File: src/rtl/key_press_counter.sv
// key_press_counter
// Turns the debounced, active-low key level from the DE2-115 debouncer into
// press / long-press events and keeps a two-digit BCD press count.
//
// Ports:
//   CLOCK_50   in   system clock, rising edge
//   reset      in   asynchronous, active-high reset
//   key_n      in   debounced key level, 0 = pressed
//   press      out  one-cycle pulse per new press
//   long_press out  one-cycle pulse once a press has been held HOLD_CYCLES cycles
//   count_lo   out  BCD ones digit
//   count_hi   out  BCD tens digit
//   wrap       out  one-cycle pulse when the count rolls 99 -> 00
//
// Build option: define LONGPRESS_CLEAR_EN to clear the count on long_press.
module key_press_counter #(
  parameter int unsigned HOLD_CYCLES = 50000000,
  parameter int unsigned HOLD_W      = 26
) (
  input  logic       CLOCK_50,
  input  logic       reset,
  input  logic       key_n,
  output logic       press,
  output logic       long_press,
  output logic [3:0] count_lo,
  output logic [3:0] count_hi,
  output logic       wrap
);

  localparam logic [1:0] IDLE    = 2'd0;
  localparam logic [1:0] PRESSED = 2'd1;
  localparam logic [1:0] HELD    = 2'd2;

  localparam logic [HOLD_W-1:0] HOLD_LAST = HOLD_W'(HOLD_CYCLES - 1);

  logic              sync1;
  logic              key_s;
  logic [1:0]        state;
  logic [1:0]        state_next;
  logic [HOLD_W-1:0] timer;
  logic [HOLD_W-1:0] timer_next;
  logic              press_next;
  logic              long_next;
  logic              wrap_next;
  logic [3:0]        lo_next;
  logic [3:0]        hi_next;

  // Two-flop synchronizer; flops reset to the released level.
  always_ff @(posedge CLOCK_50 or posedge reset) begin
    if (reset) begin
      sync1 <= 1'b1;
      key_s <= 1'b1;
    end else begin
      sync1 <= key_n;
      key_s <= sync1;
    end
  end

  // State, timer and all outputs are registered here.
  always_ff @(posedge CLOCK_50 or posedge reset) begin
    if (reset) begin
      state      <= IDLE;
      timer      <= '0;
      press      <= 1'b0;
      long_press <= 1'b0;
      wrap       <= 1'b0;
      count_lo   <= 4'd0;
      count_hi   <= 4'd0;
    end else begin
      state      <= state_next;
      timer      <= timer_next;
      press      <= press_next;
      long_press <= long_next;
      wrap       <= wrap_next;
      count_lo   <= lo_next;
      count_hi   <= hi_next;
    end
  end

  // Next-state, timer and BCD count logic.
  always_comb begin
    state_next = state;
    timer_next = timer;
    press_next = 1'b0;
    long_next  = 1'b0;
    wrap_next  = 1'b0;
    lo_next    = count_lo;
    hi_next    = count_hi;

    case (state)
      IDLE: begin
        if (!key_s) begin
          state_next = PRESSED;
          press_next = 1'b1;
          timer_next = '0;
          if (count_lo == 4'd9) begin
            lo_next = 4'd0;
            if (count_hi == 4'd9) begin
              hi_next   = 4'd0;
              wrap_next = 1'b1;
            end else begin
              hi_next = count_hi + 4'd1;
            end
          end else begin
            lo_next = count_lo + 4'd1;
          end
        end
      end
      PRESSED: begin
        if (key_s) begin
          state_next = IDLE;
          timer_next = '0;
        end else if (timer == HOLD_LAST) begin
          state_next = HELD;
          long_next  = 1'b1;
`ifdef LONGPRESS_CLEAR_EN
          lo_next    = 4'd0;
          hi_next    = 4'd0;
`else
          lo_next    = count_lo;
          hi_next    = count_hi;
`endif
        end else begin
          timer_next = timer + HOLD_W'(1);
        end
      end
      HELD: begin
        if (key_s) state_next = IDLE;
      end
      default: begin
        state_next = IDLE;
        timer_next = '0;
      end
    endcase
  end

endmodule

File: config.mk
export PLATFORM = sky130hd
export DESIGN_NAME = key_press_counter
export DESIGN_NICKNAME = d
export VERILOG_FILES = /design/src/rtl/key_press_counter.sv
export SDC_FILE = /design/constraint.sdc
export NUM_CORES = 1
export LEC_CHECK = 0
export CORE_UTILIZATION = 45
export CTS_CLUSTER_SIZE = 12
export DETAILED_ROUTE_END_ITERATION = 16
export GPL_TIMING_DRIVEN = 1
export PLACE_DENSITY = 0.6
export SETUP_SLACK_MARGIN = 0.15
export SYNTH_ARGS = -nofsm -noshare
export SYNTH_HDL_FRONTEND = slang
export SYNTH_SLANG_ARGS = --single-unit
File: constraint.sdc
create_clock -name CLOCK_50 -period 2.05 [get_ports CLOCK_50]
set_input_delay 0.41 -clock CLOCK_50 [delete_from_list [all_inputs] [get_ports CLOCK_50]]
set_output_delay 0.41 -clock CLOCK_50 [all_outputs]
set_load 0.005 [all_outputs]
# Word-level counts from Yosys, hierarchy flattened
# Index checks and enable logic that the tools add are counted.
dict set report word_totals {
  input_bits 3
  ff_bits 41
}
dict set report classes {
  eq_ne 9
  n_reduce_logical 5
  muxes 20
  addsub 3
  n_bitwise 2
}
# op n
set op_table {}
lappend op_table {{26-bit 2-to-1 mux} 3}
lappend op_table {{26-bit one-hot mux with 3 select lines} 1}
lappend op_table {{26-bit by 1-bit adder with 26-bit output, second input constant} 1}
lappend op_table {{26-bit == test, second input constant} 1}
lappend op_table {{1-bit 2-to-1 mux} 9}
lappend op_table {{3-bit AND reduction} 3}
lappend op_table {{4-bit by 1-bit adder with 4-bit output, second input constant} 2}
lappend op_table {{4-bit == test, second input constant} 2}
lappend op_table {{2-bit 2-to-1 mux} 4}
lappend op_table {{4-bit 2-to-1 mux} 2}
lappend op_table {{3-bit != test, second input constant} 2}
lappend op_table {{2-bit one-hot mux with 3 select lines} 1}
lappend op_table {{2-bit != test, second input constant} 2}
lappend op_table {{2-bit by 1-bit == test with 1-bit output, second input constant} 1}
lappend op_table {{2-bit == test, second input constant} 1}
lappend op_table {{2-bit logical NOT} 1}
lappend op_table {{1-bit NOT} 2}
lappend op_table {{2-bit AND reduction} 1}

# Depth between registers and ports, before layout
# Gate-level depths: netlist of the first run.
dict set report logic_depth {
  word_depth 5
  mapped_depth 8
  mapped_depth_nobuf 6
}

# Worst setup path before layout of the first run
# No wires, ideal clock.
dict set report synth_timing {
  path_kind {reg2reg}
  startpoint {register timer[0]}
  endpoint {register timer[0]}
  setup_slack_ns 0.162
  path_buffers 2
  setup_time_ns 0.125
  arrival_time_ns 1.763
  t_required_ns 1.925
  period_less_slack_ns 1.888
  stages_incl_launch_ff 9
  path_cell_list {dfrtp_1 -> ha_1 -> nand4_1 -> or2_1 -> buf_6 -> nor4_2 -> buf_4 -> nor2_1 -> mux2_2}
}
dict set report synth_via {
  elab_chain_cells 4
}
# element line_no
set synth_rtl {}
lappend synth_rtl {{start, declared} 40} ;# logic [HOLD_W-1:0] timer;
lappend synth_rtl {{start signal, assigned} 71} ;# timer <= timer_next;
lappend synth_rtl {{26-bit by 1-bit adder with 26-bit output} 124} ;# timer_next = timer + HOLD_W'(1);
lappend synth_rtl {{26-bit 2-to-1 mux} 113} ;# end else if (timer == HOLD_LAST) begin
lappend synth_rtl {{26-bit 2-to-1 mux} 110} ;# if (key_s) begin
lappend synth_rtl {{26-bit one-hot mux with 3 select lines} 90} ;# case (state)
# Several ways; a longest one is shown, not always the timed one. The select of a mux whose other input is x is not followed.
# A chain may end at the register's enable or synchronous reset.

# Final worst setup path of the first run
dict set report layout_timing {
  startpoint {register timer[1]}
  endpoint {register timer[19]}
}
# The elaborated chain is that of the path after synthesis.

==> run metrics, run 1 <==
minimum clock period after layout=1.88 ns; maximum clock path buffer count=2; clock transition at the registers of the reported paths=0.09 ns; die span in y=71.5 um; clock insertion delay at the later pin of the skew report=0.30 ns; hold_ws=0.359 ns; Initial Utilization=0.482; H-tree depth reported by CTS=2; worst IR drop on VDD=0.385 mV; ys flop type=sky130_fd_sc_hd__dfrtp_1; result of the run=finished clean; most repeated library cell on the critical path=sky130_fd_sc_hd__or3_4; critical path fanouts, max=6; Worst EP arrival=2.12 ns; routed via count divided by cell count=5.62; combinational share of power=0.178; crit path launch type=register; final layout net count=267; DRC marker count from the first detailed-route iteration=123; synthesized area per cell=9.41 um^2; drt first pass iters=4; fillcell total=382; total buffers and inverters traversed by the critical path=1; sequential cell area=1040 um^2; cell chain of the critical path=buf_4 -> nand2_2 -> or3_4 -> or3_4 -> or3_1 -> o21ai_1; Worst Hold End=key_s; total negative setup slack=0 ns; Relative slew margins=0.641; sum of net half-perimeters after detailed placement=3290 um; sequential share of the synthesized area=0.473; reported leakage power=1.05 nW; routed vias=1775; Highest Clock Rate=0.531 GHz; initial antenna violation count=0; Synth Area in Simple Gates=0.272; total detailed-routing wirelength=4870 um; worst slack at placement=0.141 ns; final RePlAce weighted congestion=0.921; final worst clock skew=0.00929 ns; pwr dens=696 nW/um^2; overall track demand over capacity in global routing=0.207; combinational family with the most area after synthesis=simple AND/OR/NAND/NOR gates; mux cell area share after synthesis=0.00979; most instantiated library cell after synthesis=sky130_fd_sc_hd__dfrtp_1; distinct cell type count after synthesis=50; Worst R2R Start=timer[1]; Final Max Tran Viols=0; core area=4500 um^2; CTS Buf Count=5; final worst path period share=0.918; net switching power figure=0.518 mW; type of the worst min-delay path=reg2reg; Remaining DRCs=0; count of flip-flops with a built-in enable after synthesis=0; flop2flop setup slack=0.17 ns; first-pass GRT wire length=8220 um; worst reg2reg path depth=6; post-synthesis to final-layout area growth=20.4%; number of endpoints with negative hold slack in the final report=0; worst path setup slack after routing=0.167 ns; count of nets left with antenna violations after detail routing=0; post-cts hold buffer count=0; post-synthesis compound-gate area fraction=0.133; RSZ-0062 raised after global routing=yes; top-area cell type share of the netlist area=0.449; area of the mapped netlist=2170 um^2; maximum number of pins on one net before global-route repair=29; post-synthesis sequential element count=41; critical register-to-register path endpoint=timer[19]; FP Rows=24; TritonCTS sink count=41; cell-internal power=1.30 mW; family with the most delay on the worst path=simple AND/OR/NAND/NOR gates; post-synthesis adder-cell area fraction=0.00576; fraction of layout instances using a drive strength above 1=0.208; Critical Path Max Stage Delay=0.42 ns; Post-Synthesis Cells=231; Synth warnings=0; area occupied by multi-input gates=1080 um^2; library cell occupying the most area in the post-synthesis netlist=sky130_fd_sc_hd__dfrtp_1; via count of the first global-routing pass=1776; Worst Hold Depth=0; number of inserted diodes=0; library cell used as clock root buffer=sky130_fd_sc_hd__clkbuf_8; DIE WIDTH=71.5 um; clock tree from TritonCTS=done; beginning of the worst hold path=sync1; sequential group share of total power=0.523; Remaining Overflow, GRT=0; number of ports placed on the die boundary=14; clock network fraction of total power=0.299; syn nets=235; max-capacitance violation count=0; net switching share of the total power=0.285; xor-xnor portion of the synthesized cell area=0.0604; final setup violation count=0; proportion of register bits with asynchronous set or reset after synthesis=1.00; data required time at the worst endpoint=2.29 ns; most frequent cells after synthesis=sky130_fd_sc_hd__dfrtp_1, sky130_fd_sc_hd__nand2_1, sky130_fd_sc_hd__nand3_1; floorplan die area=5110 um^2; Slew @ Worst Pin=0.536 ns; Routed wire per std cell=15.4 um; standard cell with the maximum stage delay on the critical path=sky130_fd_sc_hd__dfrtp_1; Synth area leaders=sky130_fd_sc_hd__dfrtp_1, sky130_fd_sc_hd__nand2_1, sky130_fd_sc_hd__nand3_1; Port-buffer cells=13; Crit Path Class=reg2reg; kind of end point of the critical path=register
[metal layers]
layer,vias to the layer above,GRT usage,wire length (um)
li1,894,-,-
met1,835,0.291,2350
met2,37,0.324,2240
met3,9,0.0295,181
met4,0,0.0850,97
met5,-,0,0
[stage by stage]
| stage | cells | instance area [um^2] | total power, mW | util |
|---|---|---|---|---|
| 4_1_cts | 311 | 2540 | 1.83 | 0.563 |
| 3_5_place_dp | 300 | 2420 | 1.28 | 0.538 |
| 5_1_grt | 316 | 2620 | 1.92 | 0.581 |
| 2_1_floorplan | 231 | 2170 | 1.10 | - |
| 6_report | 316 | 2620 | 1.82 | 0.581 |
| 3_3_place_gp | 300 | 2420 | 1.28 | 0.538 |
[cells by family (layout without fill, tap and decap cells)]
| group | count (synthesis) | count (layout) |
|---|---|---|
| xor+xnor | 15 | 15 |
| fa+ha+maj | 1 | 1 |
| compound gates | 45 | 45 |
| buf+inv | 18 | 51 |
| flops | 41 | 41 |
| simple gates | 109 | 109 |
| mux | 2 | 2 |
[worst max path at each step]
stage,slack [ns],to,depth (start not counted),start
final,0.17,timer[19],6,timer[1]
after detailed placement,0.14,timer[0],7,timer[0]
after floorplan,0.16,timer[0],8,timer[0]
after CTS,0.15,timer[0],6,timer[9]
after global routing,0.09,timer[0],6,timer[9]
after global placement,0.17,timer[0],7,timer[0]
[final cells by class]
class | instances | share of cell area
Clock inverter | 3 | 0.00813
Inverter | 7 | 0.0100
Timing Repair Buffer | 36 | 0.121
Tap cell | 52 | 0.0249
Sequential cell | 41 | 0.396
Multi-Input combinational cell | 172 | 0.414
Clock buffer | 5 | 0.0263
[power by group through the flow]
stage	Clock [mW]	Combinational [mW]	Sequential [mW]
after floorplan	0	0.146	0.957
after global placement	0	0.310	0.966
after detailed placement	0	0.312	0.965
after CTS	0.564	0.320	0.949
after global routing	0.591	0.359	0.967
final	0.545	0.323	0.953
[state kept, by name, indices dropped and copies added, names as in the netlist]
signal,count
count_hi,4
count_lo,4
key_s,1
long_press,1
press,1
state,2
sync1,1
timer,26
wrap,1
[cells in the final DEF, fill, tap and decap left out, drive strengths merged, types with 2 or more instances in the layout]
cell	n
or2	2
xnor2	6
o211ai	5
clkinv	2
o21ai	13
nor2	13
a22o	2
dfstp	2
nand3	16
xor2	9
a21oi	8
nor4b	3
clkdlybuf4s50	13
nand4	7
or3	6
o22ai	6
o31ai	2
nor2b	2
inv	7
or4	4
and3	5
nor4	4
nand2	34
nand2b	3
dfrtp	39
o41ai	3
clkbuf	5
buf	23
nor3	6
[what timing repair did]
item	4_1_cts	5_1_grt
buffers inserted	3	5
endpoints found under the setup margin	2	14
gates resized for setup	1	12
pin swaps	0	7
Note: power is estimated with default switching activity, not from simulation.
==> run 2, diff against run 1 <==
==> constraint.sdc (replaced) <==
create_clock -name CLOCK_50 -period 2 [get_ports CLOCK_50]
set_input_delay 0.6 -clock CLOCK_50 [delete_from_list [all_inputs] [get_ports CLOCK_50]]
set_output_delay 0.6 -clock CLOCK_50 [all_outputs]
set_load 0.005 [all_outputs]
==> run 2 against run 1 <==
Effect of this change:
- sequential share of layout area decreased by 1.4 points
- combinational power is 26% higher
- fmax increased by 0.79%
- non-clock buffer count up 7
- cell count increased by 2.2%
- via count up 5.0%
- die area unchanged
- register-to-register slack worse by 0.04 ns
- design area grew 3.0%
- highest routed layer unchanged
==> run metrics, run 2 (same netlist as run 1, synthesis figures left out) <==
result of the run=finished clean; Remaining DRCs=0; fraction of layout instances using a drive strength above 1=0.218; max-capacitance violation count=0; floorplan die area=5110 um^2; top library cells by usage in the layout, fill and taps aside=sky130_fd_sc_hd__dfrtp_1, sky130_fd_sc_hd__nand2_1, sky130_fd_sc_hd__buf_4; Relative slew margins=0.682; minimum clock period after layout=1.87 ns; Crit Path Class=reg2reg; DRC marker count from the first detailed-route iteration=134; worst reg2reg path depth=6; initial antenna violation count=0; sum of net half-perimeters after detailed placement=3250 um; clock tree from TritonCTS=done; Slew @ Worst Pin=0.477 ns; TritonCTS sink count=41; RSZ-0062 raised after global routing=yes; overall track demand over capacity in global routing=0.211; number of inserted diodes=0; Critical Path Max Stage Delay=0.40 ns; hold_ws=0.361 ns; kind of end point of the critical path=register; post-cts hold buffer count=0; data required time at the worst endpoint=2.19 ns; Remaining Overflow, GRT=0; Port-buffer cells=13; critical path fanouts, max=9; Biggest register=timer; cell chain of the critical path=nor4b_2 -> nand4_1 -> nor4_4 -> buf_12 -> nor2_1 -> mux2_2; final worst path period share=0.934; CTS Buf Count=5; final setup violation count=0; Routed wire per std cell=15.0 um; count of nets left with antenna violations after detail routing=0; number of flip-flops in the largest register=26; final worst clock skew=0.0114 ns; critical register-to-register path endpoint=timer[0]; total detailed-routing wirelength=4850 um; first element of the critical path=timer[11]; family with the most delay on the worst path=simple AND/OR/NAND/NOR gates; number of endpoints with negative hold slack in the final report=0; routed via count divided by cell count=5.77; number of ports placed on the die boundary=14; CP Depth=6; total negative setup slack=0 ns; via count of the first global-routing pass=1707; final RePlAce weighted congestion=0.829; Worst EP arrival=2.06 ns; die span in y=71.5 um; Highest Clock Rate=0.535 GHz; maximum clock path buffer count=2; routed vias=1864; clock transition at the registers of the reported paths=0.09 ns; DIE WIDTH=71.5 um; worst IR drop on VDD=0.394 mV; H-tree depth reported by CTS=2; largest registers=timer x26, count_hi x4, count_lo x4; first-pass GRT wire length=8290 um; endpoint of the most critical setup path=timer[0]; pwr dens=711 nW/um^2; Worst R2R Start=timer[11]; library cell used as clock root buffer=sky130_fd_sc_hd__clkbuf_8; post-synthesis to final-layout area growth=24.0%; total buffers and inverters traversed by the critical path=1; flop2flop setup slack=0.13 ns; type of the worst min-delay path=reg2reg; core area=4500 um^2; crit path launch type=register; maximum number of pins on one net before global-route repair=42; standard cell with the maximum stage delay on the critical path=sky130_fd_sc_hd__dfrtp_1; FP Rows=24; Final Max Tran Viols=0; drt first pass iters=4; clock insertion delay at the later pin of the skew report=0.30 ns; reported leakage power=1.11 nW; most frequent standard cell in the layout excluding fill and tap cells=sky130_fd_sc_hd__dfrtp_1; Initial Utilization=0.482; final layout net count=274
==> run 2: cell types whose count changed in the layout (fill, tap and decap cells not counted), sizes merged <==
cell,before,now
buf,23,30
clkbuf,5,6
clkdlybuf4s50,13,10
clkinv,2,1
clkinvlp,1,2
dlygate4sd2,0,1
dlymetal6s2s,0,2
inv,7,6
==> run 2: area by class of cell <==
class	count	area, um^2
multi-input combinational	172	1090
sequential	41	1030
clock inverter	2	15.0
timing repair buffer	43	397
inverter	7	26.3
fill	388	1810
tap	52	65.1
clock buffer	6	72.6
==> run 2: repair_timing <==
| item | 4_1_cts | 5_1_grt |
|---|---|---|
| pin swaps | 2 | 6 |
| endpoints found under the setup margin | 5 | 20 |
| setup buffers | 6 | 6 |
| gates resized for setup | 2 | 9 |
==> run 2: report_power, final <==
part | internal (mW) | switching (mW) | leakage, nW
clock network | 0.246 | 0.302 | 0.0374
registers | 0.898 | 0.0631 | 0.547
logic | 0.234 | 0.173 | 0.529
total | 1.38 | 0.538 | 1.11
==> run 2: how the worst min path moves through the flow <==
stage,to,cells past startpoint,from,slack (ns)
final,key_s,0,sync1,0.36
after global routing,key_s,0,sync1,0.36
after CTS,key_s,0,sync1,0.36
after detailed placement,key_s,0,sync1,0.35
after global placement,key_s,0,sync1,0.35
after floorplan,key_s,0,sync1,0.35
==> run 2: worst reg2reg max path, stage by stage, from the launching register on <==
cell and delay [ns]:
sky130_fd_sc_hd__dfrtp_1 0.40, sky130_fd_sc_hd__nor4b_2 0.31, sky130_fd_sc_hd__nand4_1 0.22, sky130_fd_sc_hd__nor4_4 0.36, sky130_fd_sc_hd__buf_12 0.17, sky130_fd_sc_hd__nor2_1 0.05, sky130_fd_sc_hd__mux2_2 0.26
==> run 2: per-stage QoR <==
step / std cells / setup WS (ns) / area [um^2] / util / total power, mW
6_report: 323 / 0.132 / 2700 / 0.598 / 1.92
5_1_grt: 323 / 0.0401 / 2700 / 0.598 / 2.02
2_1_floorplan: 231 / 0.136 / 2180 / - / 1.13
3_5_place_dp: 303 / 0.0942 / 2470 / 0.548 / 1.31
3_3_place_gp: 303 / 0.0971 / 2470 / 0.548 / 1.31
4_1_cts: 317 / 0.125 / 2610 / 0.580 / 1.86
==> run 2: per-layer routing <==
metal	up-vias	routed length [um]	track usage
li1	911	-	-
met1	922	2370	0.289
met2	25	2310	0.342
met3	6	127	0.0464
met4	0	43	0.0566
met5	-	0	0
